$ cat config.mk
export PLATFORM = sky130hd
export DESIGN_NAME = booth_mul_param
export DESIGN_NICKNAME = d
export VERILOG_FILES = /design/src/rtl/booth_mul_pkg.sv /design/src/rtl/booth_recoder.sv /design/src/rtl/booth_mul_param.sv
export SDC_FILE = /design/constraint.sdc
export NUM_CORES = 1
export LEC_CHECK = 0
export ABC_AREA = 0
export BUFFER_PORTS_ARGS = -buffer_cell sky130_fd_sc_hd__buf_2
export CAP_MARGIN = 5
export CORE_MARGIN = 10
export CORE_UTILIZATION = 53
export CTS_CLUSTER_DIAMETER = 120
export CTS_CLUSTER_SIZE = 10
export DETAILED_ROUTE_END_ITERATION = 7
export PLACE_DENSITY = 0.74
export SYNTH_ARGS = -nofsm -noshare
export SYNTH_HDL_FRONTEND = slang
export SYNTH_SLANG_ARGS = --single-unit
$ cat constraint.sdc
create_clock -name clk -period 9.8 [get_ports clk]
set_input_delay 0.49 -clock clk [delete_from_list [all_inputs] [get_ports clk]]
set_output_delay 0.49 -clock clk [all_outputs]
set_load 0.02 [all_outputs]
$ cat src/rtl/booth_mul_pkg.sv
// rtl/booth_mul_pkg.sv - shared types and sizing helpers for the radix-4 Booth multiplier
//
// Contents:
//   state_e    : sequencer states (IDLE, BUSY, DONE)
//   booth_op_e : radix-4 Booth partial-product selection (ZERO, +M, +2M, -M, -2M)
//   iter_count : number of Booth iterations for a given operand width
//   cnt_width  : width of a counter that can hold 0..iter_count(width)
package booth_mul_pkg;

    typedef enum logic [1:0] {
        IDLE = 2'd0,
        BUSY = 2'd1,
        DONE = 2'd2
    } state_e;

    typedef enum logic [2:0] {
        ZERO   = 3'd0,
        ADD_M  = 3'd1,
        ADD_2M = 3'd2,
        SUB_M  = 3'd3,
        SUB_2M = 3'd4
    } booth_op_e;

    // Operands are widened by two bits before recoding so that unsigned
    // values stay positive; that costs one extra radix-4 step.
    function automatic int iter_count(input int width);
        return width / 2 + 1;
    endfunction

    function automatic int cnt_width(input int width);
        return $clog2(iter_count(width) + 1);
    endfunction

endpackage

$ cat src/rtl/booth_recoder.sv
// rtl/booth_recoder.sv - combinational radix-4 Booth digit recoder
//
// Ports:
//   code_i : {b[1], b[0], prior} window of the multiplier
//   op_o   : selected partial-product operation
// Every 3-bit code is decoded, so the output is never undefined.
module booth_recoder
    import booth_mul_pkg::*;
(
    input  logic [2:0] code_i,
    output booth_op_e  op_o
);

    always_comb begin
        op_o = ZERO;
        case (code_i)
            3'b000, 3'b111: op_o = ZERO;
            3'b001, 3'b010: op_o = ADD_M;
            3'b011:         op_o = ADD_2M;
            3'b100:         op_o = SUB_2M;
            3'b101, 3'b110: op_o = SUB_M;
            default:        op_o = ZERO;
        endcase
    end

endmodule

$ cat src/rtl/booth_mul_param.sv
// rtl/booth_mul_param.sv - parametrised radix-4 Booth sequential multiplier
//
// Optional feature macro: BOOTH_MUL_OVF_EN (adds the ovf output and its logic).
//
// Ports:
//   clk          : rising-edge clock
//   reset        : asynchronous active-high reset
//   op_start     : start request, honoured in IDLE or DONE
//   op_clear     : synchronous clear back to IDLE (wins over op_start)
//   signed_mode  : 1 = two's complement operands, 0 = unsigned; sampled with op_start
//   multiplicand : operand A, sampled with op_start
//   multiplier   : operand B, sampled with op_start
//   busy         : high while iterating
//   op_done      : high in DONE, result valid
//   result       : registered 2*WIDTH-bit product
//   ovf          : product does not fit in WIDTH bits (BOOTH_MUL_OVF_EN only)
module booth_mul_param
    import booth_mul_pkg::*;
#(
    parameter int WIDTH = 64
) (
    input  logic               clk,
    input  logic               reset,
    input  logic               op_start,
    input  logic               op_clear,
    input  logic               signed_mode,
    input  logic [WIDTH-1:0]   multiplicand,
    input  logic [WIDTH-1:0]   multiplier,
    output logic               busy,
    output logic               op_done,
    output logic [2*WIDTH-1:0] result
`ifdef BOOTH_MUL_OVF_EN
    ,
    output logic               ovf
`endif
);

    localparam int ITER = iter_count(WIDTH);
    localparam int CW   = cnt_width(WIDTH);
    localparam int BW   = WIDTH + 2;   // extended operand width
    localparam int AW   = WIDTH + 4;   // accumulator width, headroom for +/-2M
    localparam int PW   = 2 * WIDTH;   // product width
    localparam logic [CW-1:0] LAST_CNT = CW'(ITER - 1);

    state_e          state_q, state_d;
    logic [BW-1:0]   m_q, m_d;
    logic [BW-1:0]   b_q, b_d;
    logic [AW-1:0]   acc_q, acc_d;
    logic            prior_q, prior_d;
    logic [CW-1:0]   cnt_q, cnt_d;
    logic [PW-1:0]   result_q, result_d;
`ifdef BOOTH_MUL_OVF_EN
    logic            sgn_q, sgn_d;
    logic            ovf_q, ovf_d;
    logic            ovf_calc;
`endif

    booth_op_e       op;
    logic [AW-1:0]   m_ext;
    logic [AW-1:0]   m2_ext;
    logic [AW-1:0]   addend;
    logic [AW-1:0]   sum;
    logic [AW-1:0]   iter_acc;
    logic [BW-1:0]   iter_b;
    logic [PW-1:0]   product_next;

    function automatic logic [BW-1:0] extend(input logic [WIDTH-1:0] x, input logic sgn);
        return {{2{sgn & x[WIDTH-1]}}, x};
    endfunction

    booth_recoder u_recoder (
        .code_i ({b_q[1:0], prior_q}),
        .op_o   (op)
    );

    // Multiplicand sits at the top of {acc, B}; sign-extend into the
    // accumulator so that 2M and -2M stay representable.
    assign m_ext  = {{2{m_q[BW-1]}}, m_q};
    assign m2_ext = {m_q[BW-1], m_q, 1'b0};

    always_comb begin
        addend = '0;
        case (op)
            ADD_M:   addend = m_ext;
            ADD_2M:  addend = m2_ext;
            SUB_M:   addend = ~m_ext + AW'(1);
            SUB_2M:  addend = ~m2_ext + AW'(1);
            default: addend = '0;
        endcase
    end

    assign sum = acc_q + addend;

    // Arithmetic shift of {acc, B, prior} right by two.
    assign iter_acc     = {{2{sum[AW-1]}}, sum[AW-1:2]};
    assign iter_b       = {sum[1:0], b_q[BW-1:2]};
    assign product_next = {iter_acc[WIDTH-3:0], iter_b};

`ifdef BOOTH_MUL_OVF_EN
    always_comb begin
        if (sgn_q) begin
            ovf_calc = product_next[PW-1:WIDTH] != {WIDTH{product_next[WIDTH-1]}};
        end else begin
            ovf_calc = product_next[PW-1:WIDTH] != '0;
        end
    end
`endif

    always_comb begin
        state_d  = state_q;
        m_d      = m_q;
        b_d      = b_q;
        acc_d    = acc_q;
        prior_d  = prior_q;
        cnt_d    = cnt_q;
        result_d = result_q;
`ifdef BOOTH_MUL_OVF_EN
        sgn_d    = sgn_q;
        ovf_d    = ovf_q;
`endif
        if (op_clear) begin
            state_d  = IDLE;
            result_d = '0;
            cnt_d    = '0;
`ifdef BOOTH_MUL_OVF_EN
            ovf_d    = 1'b0;
`endif
        end else if (op_start && (state_q != BUSY)) begin
            state_d = BUSY;
            m_d     = extend(multiplicand, signed_mode);
            b_d     = extend(multiplier, signed_mode);
            acc_d   = '0;
            prior_d = 1'b0;
            cnt_d   = '0;
`ifdef BOOTH_MUL_OVF_EN
            sgn_d   = signed_mode;
            ovf_d   = 1'b0;
`endif
        end else if (state_q == BUSY) begin
            acc_d   = iter_acc;
            b_d     = iter_b;
            prior_d = b_q[1];
            cnt_d   = cnt_q + CW'(1);
            if (cnt_q == LAST_CNT) begin
                state_d  = DONE;
                result_d = product_next;
`ifdef BOOTH_MUL_OVF_EN
                ovf_d    = ovf_calc;
`endif
            end
        end
    end

    always_ff @(posedge clk or posedge reset) begin
        if (reset) begin
            state_q  <= IDLE;
            m_q      <= '0;
            b_q      <= '0;
            acc_q    <= '0;
            prior_q  <= 1'b0;
            cnt_q    <= '0;
            result_q <= '0;
`ifdef BOOTH_MUL_OVF_EN
            sgn_q    <= 1'b0;
            ovf_q    <= 1'b0;
`endif
        end else begin
            state_q  <= state_d;
            m_q      <= m_d;
            b_q      <= b_d;
            acc_q    <= acc_d;
            prior_q  <= prior_d;
            cnt_q    <= cnt_d;
            result_q <= result_d;
`ifdef BOOTH_MUL_OVF_EN
            sgn_q    <= sgn_d;
            ovf_q    <= ovf_d;
`endif
        end
    end

    assign busy    = (state_q == BUSY);
    assign op_done = (state_q == DONE);
    assign result  = result_q;
`ifdef BOOTH_MUL_OVF_EN
    assign ovf     = ovf_q;
`endif

endmodule
=== Word level (Yosys, flattened, before mapping) ===
Memories as Yosys holds them, arrays and structs flattened.
Index checks and enable logic that the tools add are counted.

* Add/subtract/negate cells: 4
* Equal/unequal tests: 9
* Mux-type cells: 18
* Bitwise gates (word level): 5
* Reduce and logical (&&, ||, !) cells: 10

{| class="wikitable"
|+ Operators by type and width
! kind !! count
|-
| 2-to-1 mux 128 bit || 4
|-
| case mux 68 bit (4 select lines) || 1
|-
| adder 68 x 1 -> 68 bit (second input constant) || 2
|-
| 2-to-1 mux 68 bit || 2
|-
| inverter 68 bit || 2
|-
| 2-to-1 mux 66 bit || 2
|-
| adder 68 bit || 1
|-
| 2-to-1 mux 6 bit || 3
|-
| 2-to-1 mux 2 bit || 4
|-
| adder 6 x 1 -> 6 bit (second input constant) || 1
|-
| == test 3 x 2 -> 1 bit (second input constant) || 2
|-
| == test 6 bit (second input constant) || 1
|-
| AND reduction 2 bit || 3
|-
| nonzero test 2 bit || 3
|-
| nonzero test 3 bit || 2
|-
| == test 3 x 1 -> 1 bit (second input constant) || 1
|-
| == test 3 bit (second input constant) || 1
|-
| AND reduction 3 bit || 1
|-
| AND 1 bit || 2
|-
| == test 2 x 1 -> 1 bit (second input constant) || 1
|-
| == test 2 bit (second input constant) || 1
|-
| 2-to-1 mux 1 bit || 2
|-
| inequality test 2 x 1 -> 1 bit (second input constant) || 1
|-
| inequality test 2 bit (second input constant) || 1
|-
| other kinds (2) || 2
|}

* Bits in registers: 336
* Memory bits (read-only): 24
* Input bits: 133
* Output and inout port bits: 130
* Memories kept: 1

{| class="wikitable"
|+ Memory list
! memory !! words !! width !! read ports !! clocked after memory_dff !! write ports !! RTL line !! RTL
|-
| (name not given) || 8 || 3 || 1 || 0 || 0 || booth_recoder.sv:16 || <nowiki>case (code_i)</nowiki>
|}

=== Logic depth before layout (Yosys ltp) ===
* Word-level depth: 8
* Depth in mapped cells: 28

=== Cells and area by module ===
A second synthesis with hierarchy kept.

* Cell total of the unflattened synthesis: 2406
* Area, all modules: 20711.1 µm²

{| class="wikitable"
|+ By module, submodules not included
! module !! instances !! cells an instance !! area each (µm²) !! sequential area each (µm²)
|-
| booth_mul_param || 1 || 2399 || 20652.3 || 8358.0
|-
| booth_recoder || 1 || 7 || 58.8 || 0.0
|}

=== Worst setup path before layout ===
OpenSTA, ideal clock, no wires.

* Path type: flip-flop to flip-flop
* Start: register m_q[7]
* End: register acc_q[66]
* Arrival: 5.132 ns
* Required time: 9.679 ns
* Setup slack: 4.547 ns
* Cell stages (with the launch flop): 22
* Clock period less this slack: 5.253 ns
* Path through: dfrtp_1 > buf_6 > or4_4 > buf_6 > nor3_4 > nand4_1 > or3_1 > or3_1 > nor3_1 > xnor2_1 > a221o_1 > ha_1 > and2_1 > nand4_1 > or3_1 > a211oi_1 > nor3_1 > o21a_1 > o41ai_1 > xor2_1 > o21ai_1 > a22o_1

* Cells in the longest elaborated chain, start to end: 6

{| class="wikitable"
|+ RTL lines
! what !! RTL line !! RTL
|-
| start: declaration || booth_mul_param.sv:46 || <nowiki>logic [BW-1:0] m_q, m_d;</nowiki>
|-
| start signal: assignment || booth_mul_param.sv:169 || <nowiki>m_q <= m_d;</nowiki>
|-
| inverter 68 bit (on tied branches) || booth_mul_param.sv:86, booth_mul_param.sv:87 ||
|-
| adder 68 x 1 -> 68 bit (on tied branches) || booth_mul_param.sv:86, booth_mul_param.sv:87 ||
|-
| case mux 68 bit (4 select lines) * || booth_mul_param.sv:83 || <nowiki>case (op)</nowiki>
|-
| adder 68 bit * || booth_mul_param.sv:92 || <nowiki>assign sum = acc_q + addend;</nowiki>
|-
| 2-to-1 mux 68 bit * || booth_mul_param.sv:139 || <nowiki>end else if (state_q == BUSY) begin</nowiki>
|-
| 2-to-1 mux 68 bit * || booth_mul_param.sv:128 || <nowiki>end else if (op_start && (state_q != BUSY)) begin</nowiki>
|-
| end signal: assignment || booth_mul_param.sv:159 || <nowiki>acc_q <= '0;</nowiki>
|-
| end signal: assignment || booth_mul_param.sv:171 || <nowiki>acc_q <= acc_d;</nowiki>
|-
| end: declaration || booth_mul_param.sv:48 || <nowiki>logic [AW-1:0] acc_q, acc_d;</nowiki>
|}

Every way passes the cells marked *; elsewhere a longest branch is shown, timed or not. The select of a mux whose other input is x is not followed.
A chain may end at the register's enable or synchronous reset.

=== Worst setup path after layout ===
* Start: register b_q[0]
* End: register acc_q[55]

* Cells in the longest elaborated chain, start to end: 6

{| class="wikitable"
|+ RTL lines
! what !! RTL line !! RTL
|-
| start: declaration || booth_mul_param.sv:47 || <nowiki>logic [BW-1:0] b_q, b_d;</nowiki>
|-
| start signal: assignment || booth_mul_param.sv:158 || <nowiki>b_q <= '0;</nowiki>
|-
| start signal: assignment || booth_mul_param.sv:170 || <nowiki>b_q <= b_d;</nowiki>
|-
| memory read (8 x 3 bit) * || -- ||
|-
| == test 3 bit (tied with other cells) || booth_mul_param.sv:83 ||
|-
| case mux 68 bit (4 select lines) * || booth_mul_param.sv:83 ||
|-
| adder 68 bit * || booth_mul_param.sv:92 ||
|-
| 2-to-1 mux 68 bit * || booth_mul_param.sv:139 ||
|-
| 2-to-1 mux 68 bit * || booth_mul_param.sv:128 ||
|}

Marked as above.

==> flow_summary.json <==
{
  "cpPeakStageDelay_ps": 620,
  "status": "finished clean",
  "clock_latency_ps": 580,
  "synth_top_area_share_pct": 41.3,
  "critPathLaunchType": "flop",
  "antenna_found_initial": 1,
  "yosys_most_used_dff": "dfrtp_1",
  "syn_nets": 2543,
  "fin_cells": 2999,
  "fin_crit_sh_pct": 63.9,
  "rr_startpoint": "b_q[0]$_DFFE_PP0P_",
  "critPathKind": "flop to flop",
  "ir_drop_mv": 0.161,
  "hpwl_um": 44000,
  "leakage_nw": 10.2,
  "io_buffers": 262,
  "switchingPower_w": 0.00225,
  "synth.area.top_cells": "dfrtp_1 41%, nand2_1 8.1%, a21oi_1 5.9%",
  "cts_buffers": 39,
  "dieArea_mm2": 0.0464,
  "clock_path_buffers": 3,
  "swShare_pct": 41.7,
  "p_int_w": 0.00314,
  "end_kind": "flop",
  "synth.distinct_cells": 75,
  "drc": 0,
  "clkPwrFrac_pct": 23.8,
  "yosysTopAreaCell": "dfrtp_1",
  "finalHoldViolCount": 0,
  "cts.clk_slew.worst_paths_ps": 60,
  "syn_inst": 2337,
  "overflow": 0,
  "r2r_slack_ps": 3540,
  "cts_max_level": 2,
  "drv_cap": 0,
  "placed_area_mm2": 0.0217,
  "worst_slack_ps": 3540,
  "cts.sinks": 334,
  "arrival_ps": 6710,
  "tightestPinTransition_ps": 1320,
  "holdBufCountCts": 0,
  "maxSlewViolCount": 0,
  "start_util_pct": 53.7,
  "r2r_end": "acc_q[55]$_DFFE_PP0P_",
  "synthToLayoutAreaGrowth_pct": 12.4,
  "grt_pass1_vias": 17585,
  "avgSynthCellArea_um2": 8.65,
  "synth.cell_area_mm2": 0.0202,
  "cts_resized": 0,
  "yosys_warnings": 0,
  "num_rows": 71,
  "ant_nets": 0,
  "routed_via_density": 6.16,
  "ys_seq_area_share_pct": 41.3,
  "dieHeight_um": 215,
  "worst_clock_skew_ps": 20.5,
  "drt-pass1-iter-count": 6,
  "root_buffer": "clkbuf_16",
  "finalNetCount": 2691,
  "cts_setup_buffers": 0,
  "drt_iter0_markers": 2325,
  "whs_ps": 92.2,
  "synth_seq_cells": 334,
  "grt_max_degree": 139,
  "pre_cts_ws_ps": 3810,
  "ys_async_sr_fraction_pct": 100,
  "setup_viol": 0,
  "synth_edf_count": 0,
  "routed_wirelength_um": 61600,
  "final_cell_area_mm2": 0.0227,
  "via_count": 18488,
  "slew_headroom_pct": 11.2,
  "gp_congestion": 0.993,
  "die_x_um": 215,
  "fin_tns_setup_ps": 0,
  "path_cells": "inv_1 > ha_1 > or2_2 > buf_4 > a21oi_1 > a21oi_1 > a21boi_0 > inv_1 > ha_1 > a211oi_1 > o21bai_1 > o2111a_1 > o21ai_0 > a211oi_1 > nor3_1 > o21bai_1 > a21o_1 > a211o_1 > a32o_1",
  "core_area_mm2": 0.0377,
  "drive_gt1_share_pct": 16.8,
  "tritoncts": "done",
  "period_minus_slack_ps": 6260,
  "post_drt_wl_per_cell_um": 20.5,
  "fillers": 3373,
  "hp-class": "primary input to asynchronous set/reset pin",
  "power_frac_seq_pct": 34.8,
  "p_comb_share_pct": 41.5,
  "r2r_cells": 19,
  "path_max_fanout": 56,
  "rsz0062_at_grt": "no",
  "grt_pass1_wl_um": 98600,
  "io_pins": 263,
  "fmax_ghz": 0.160,
  "grt_usage_pct": 25.8,
  "power.density_mw_per_mm2": 237,
  "critPathRequiredTime_ps": 10260,
  "post-place-cells": 2955,
  "slowest_stage": "a21boi_0"
}
-- worst max-delay path by stage --
stage | slack (ps) | depth (start not counted) | startpoint | endpoint
2_1_floorplan | 60 | 1 | reset | acc_q[0]$_DFFE_PP0P_
6_report | 3540 | 19 | b_q[0]$_DFFE_PP0P_ | acc_q[55]$_DFFE_PP0P_
5_1_grt | 3210 | 21 | m_q[2]$_DFFE_PP0P_ | acc_q[64]$_DFFE_PP0P_
4_1_cts | 3790 | 20 | m_q[0]$_DFFE_PP0P_ | result[117]$_DFFE_PP0P_
3_5_place_dp | 3810 | 20 | m_q[0]$_DFFE_PP0P_ | acc_q[66]$_DFFE_PP0P_
3_3_place_gp | 3990 | 19 | m_q[2]$_DFFE_PP0P_ | acc_q[66]$_DFFE_PP0P_
-- cells in the mapped netlist (12+ instances only) --
library cell  count
xor2_1           31
nand2b_1         12
or3_1            25
nand2_1         437
or2_2            15
nand3_1          31
clkbuf_1        155
a221o_1          12
xnor2_1          50
nand4_1          20
dfrtp_1         334
o311ai_0         26
ha_1             72
a211oi_1         20
mux2i_1          64
nor2_1           97
inv_1            38
a21o_1           31
o21ai_0         222
a22oi_1          18
o21bai_1         20
mux2_2           62
nor3_1           71
a21oi_1         240
a22o_1           51
a221oi_1         12
-- cells by family (layout without fill, tap and decap cells) --
logic type      after synthesis  in the layout  share of synthesized area [%]
compound gates              739            739                           22.7
simple gates                772            772                           17.2
other cells                   0              1                              0
buf+inv                     212            362                           4.04
flops                       334            334                           41.3
xor+xnor                     81             81                           3.51
mux                         126            126                           6.62
fa+ha+maj                    73             73                           4.55
-- flip-flops by register name, summed over array words and instances (netlist names) --
register	flops
result	128
acc_q	66
b_q	66
m_q	65
cnt_q	6
state_q	2
prior_q	1
-- worst max-delay path, delay by kind of cell, from the launching register on --
family	cells	cell delay [ps]
AND/OR/NAND/NOR	2	1000
adder cells (fa/ha/maj)	2	690
flip-flops	1	370
buffers and inverters	3	700
AO/OA/AOI/OAI	12	3320
-- cell usage in the layout, fill, tap and decap left out, drive strengths merged, types with 31 or more instances in the layout --
cell type / Yosys / routed
ha: 72 / 72
mux2: 62 / 62
nor3: 73 / 73
a21oi: 240 / 240
xor2: 31 / 31
nor2: 97 / 97
dfrtp: 334 / 334
o21ai: 225 / 225
xnor2: 50 / 50
a21o: 31 / 31
mux2i: 64 / 64
buf: 18 / 280
nand3: 31 / 31
clkbuf: 155 / 39
inv: 38 / 41
nand2: 437 / 437
a22o: 51 / 51
-- power by group through the flow --
stage               sequential (W)  clock, W  combinational, W
floorplan                  0.00177         0           0.00164
global placement           0.00187         0           0.00214
detailed placement         0.00188         0           0.00218
CTS                        0.00186   0.00131           0.00218
global route               0.00190   0.00136           0.00244
finish                     0.00187   0.00128           0.00223
-- final cells by class --
cell class | instances | area (um2) | share of cell area [%]
Multi-Input combinational cell | 1791 | 11100 | 48.7
Sequential cell | 334 | 8360 | 36.8
Inverter | 39 | 154 | 0.677
Antenna cell | 1 | 2.50 | 0.0110
Tap cell | 511 | 639 | 2.81
Timing Repair Buffer | 280 | 1460 | 6.43
Clock buffer | 39 | 976 | 4.29
Clock inverter | 4 | 57.6 | 0.253
-- per-stage QoR --
stage,total power (W),util (%)
3_3_place_gp,0.00402,57.6
3_5_place_dp,0.00406,57.6
5_1_grt,0.00571,60.3
2_1_floorplan,0.00341,-
6_report,0.00538,60.3
4_1_cts,0.00536,60.3
-- per-layer routing --
| layer | up-vias | GRT usage (%) | part of all wire, % |
|---|---|---|---|
| li1 | 8669 | - | - |
| met4 | 0 | 6.22 | 2.1 |
| met2 | 812 | 38.6 | 44 |
| met1 | 8914 | 37.5 | 45 |
| met3 | 93 | 4.93 | 8.4 |
| met5 | - | 0 | 0 |
No activity file was read; power rests on OpenSTA's default activity.
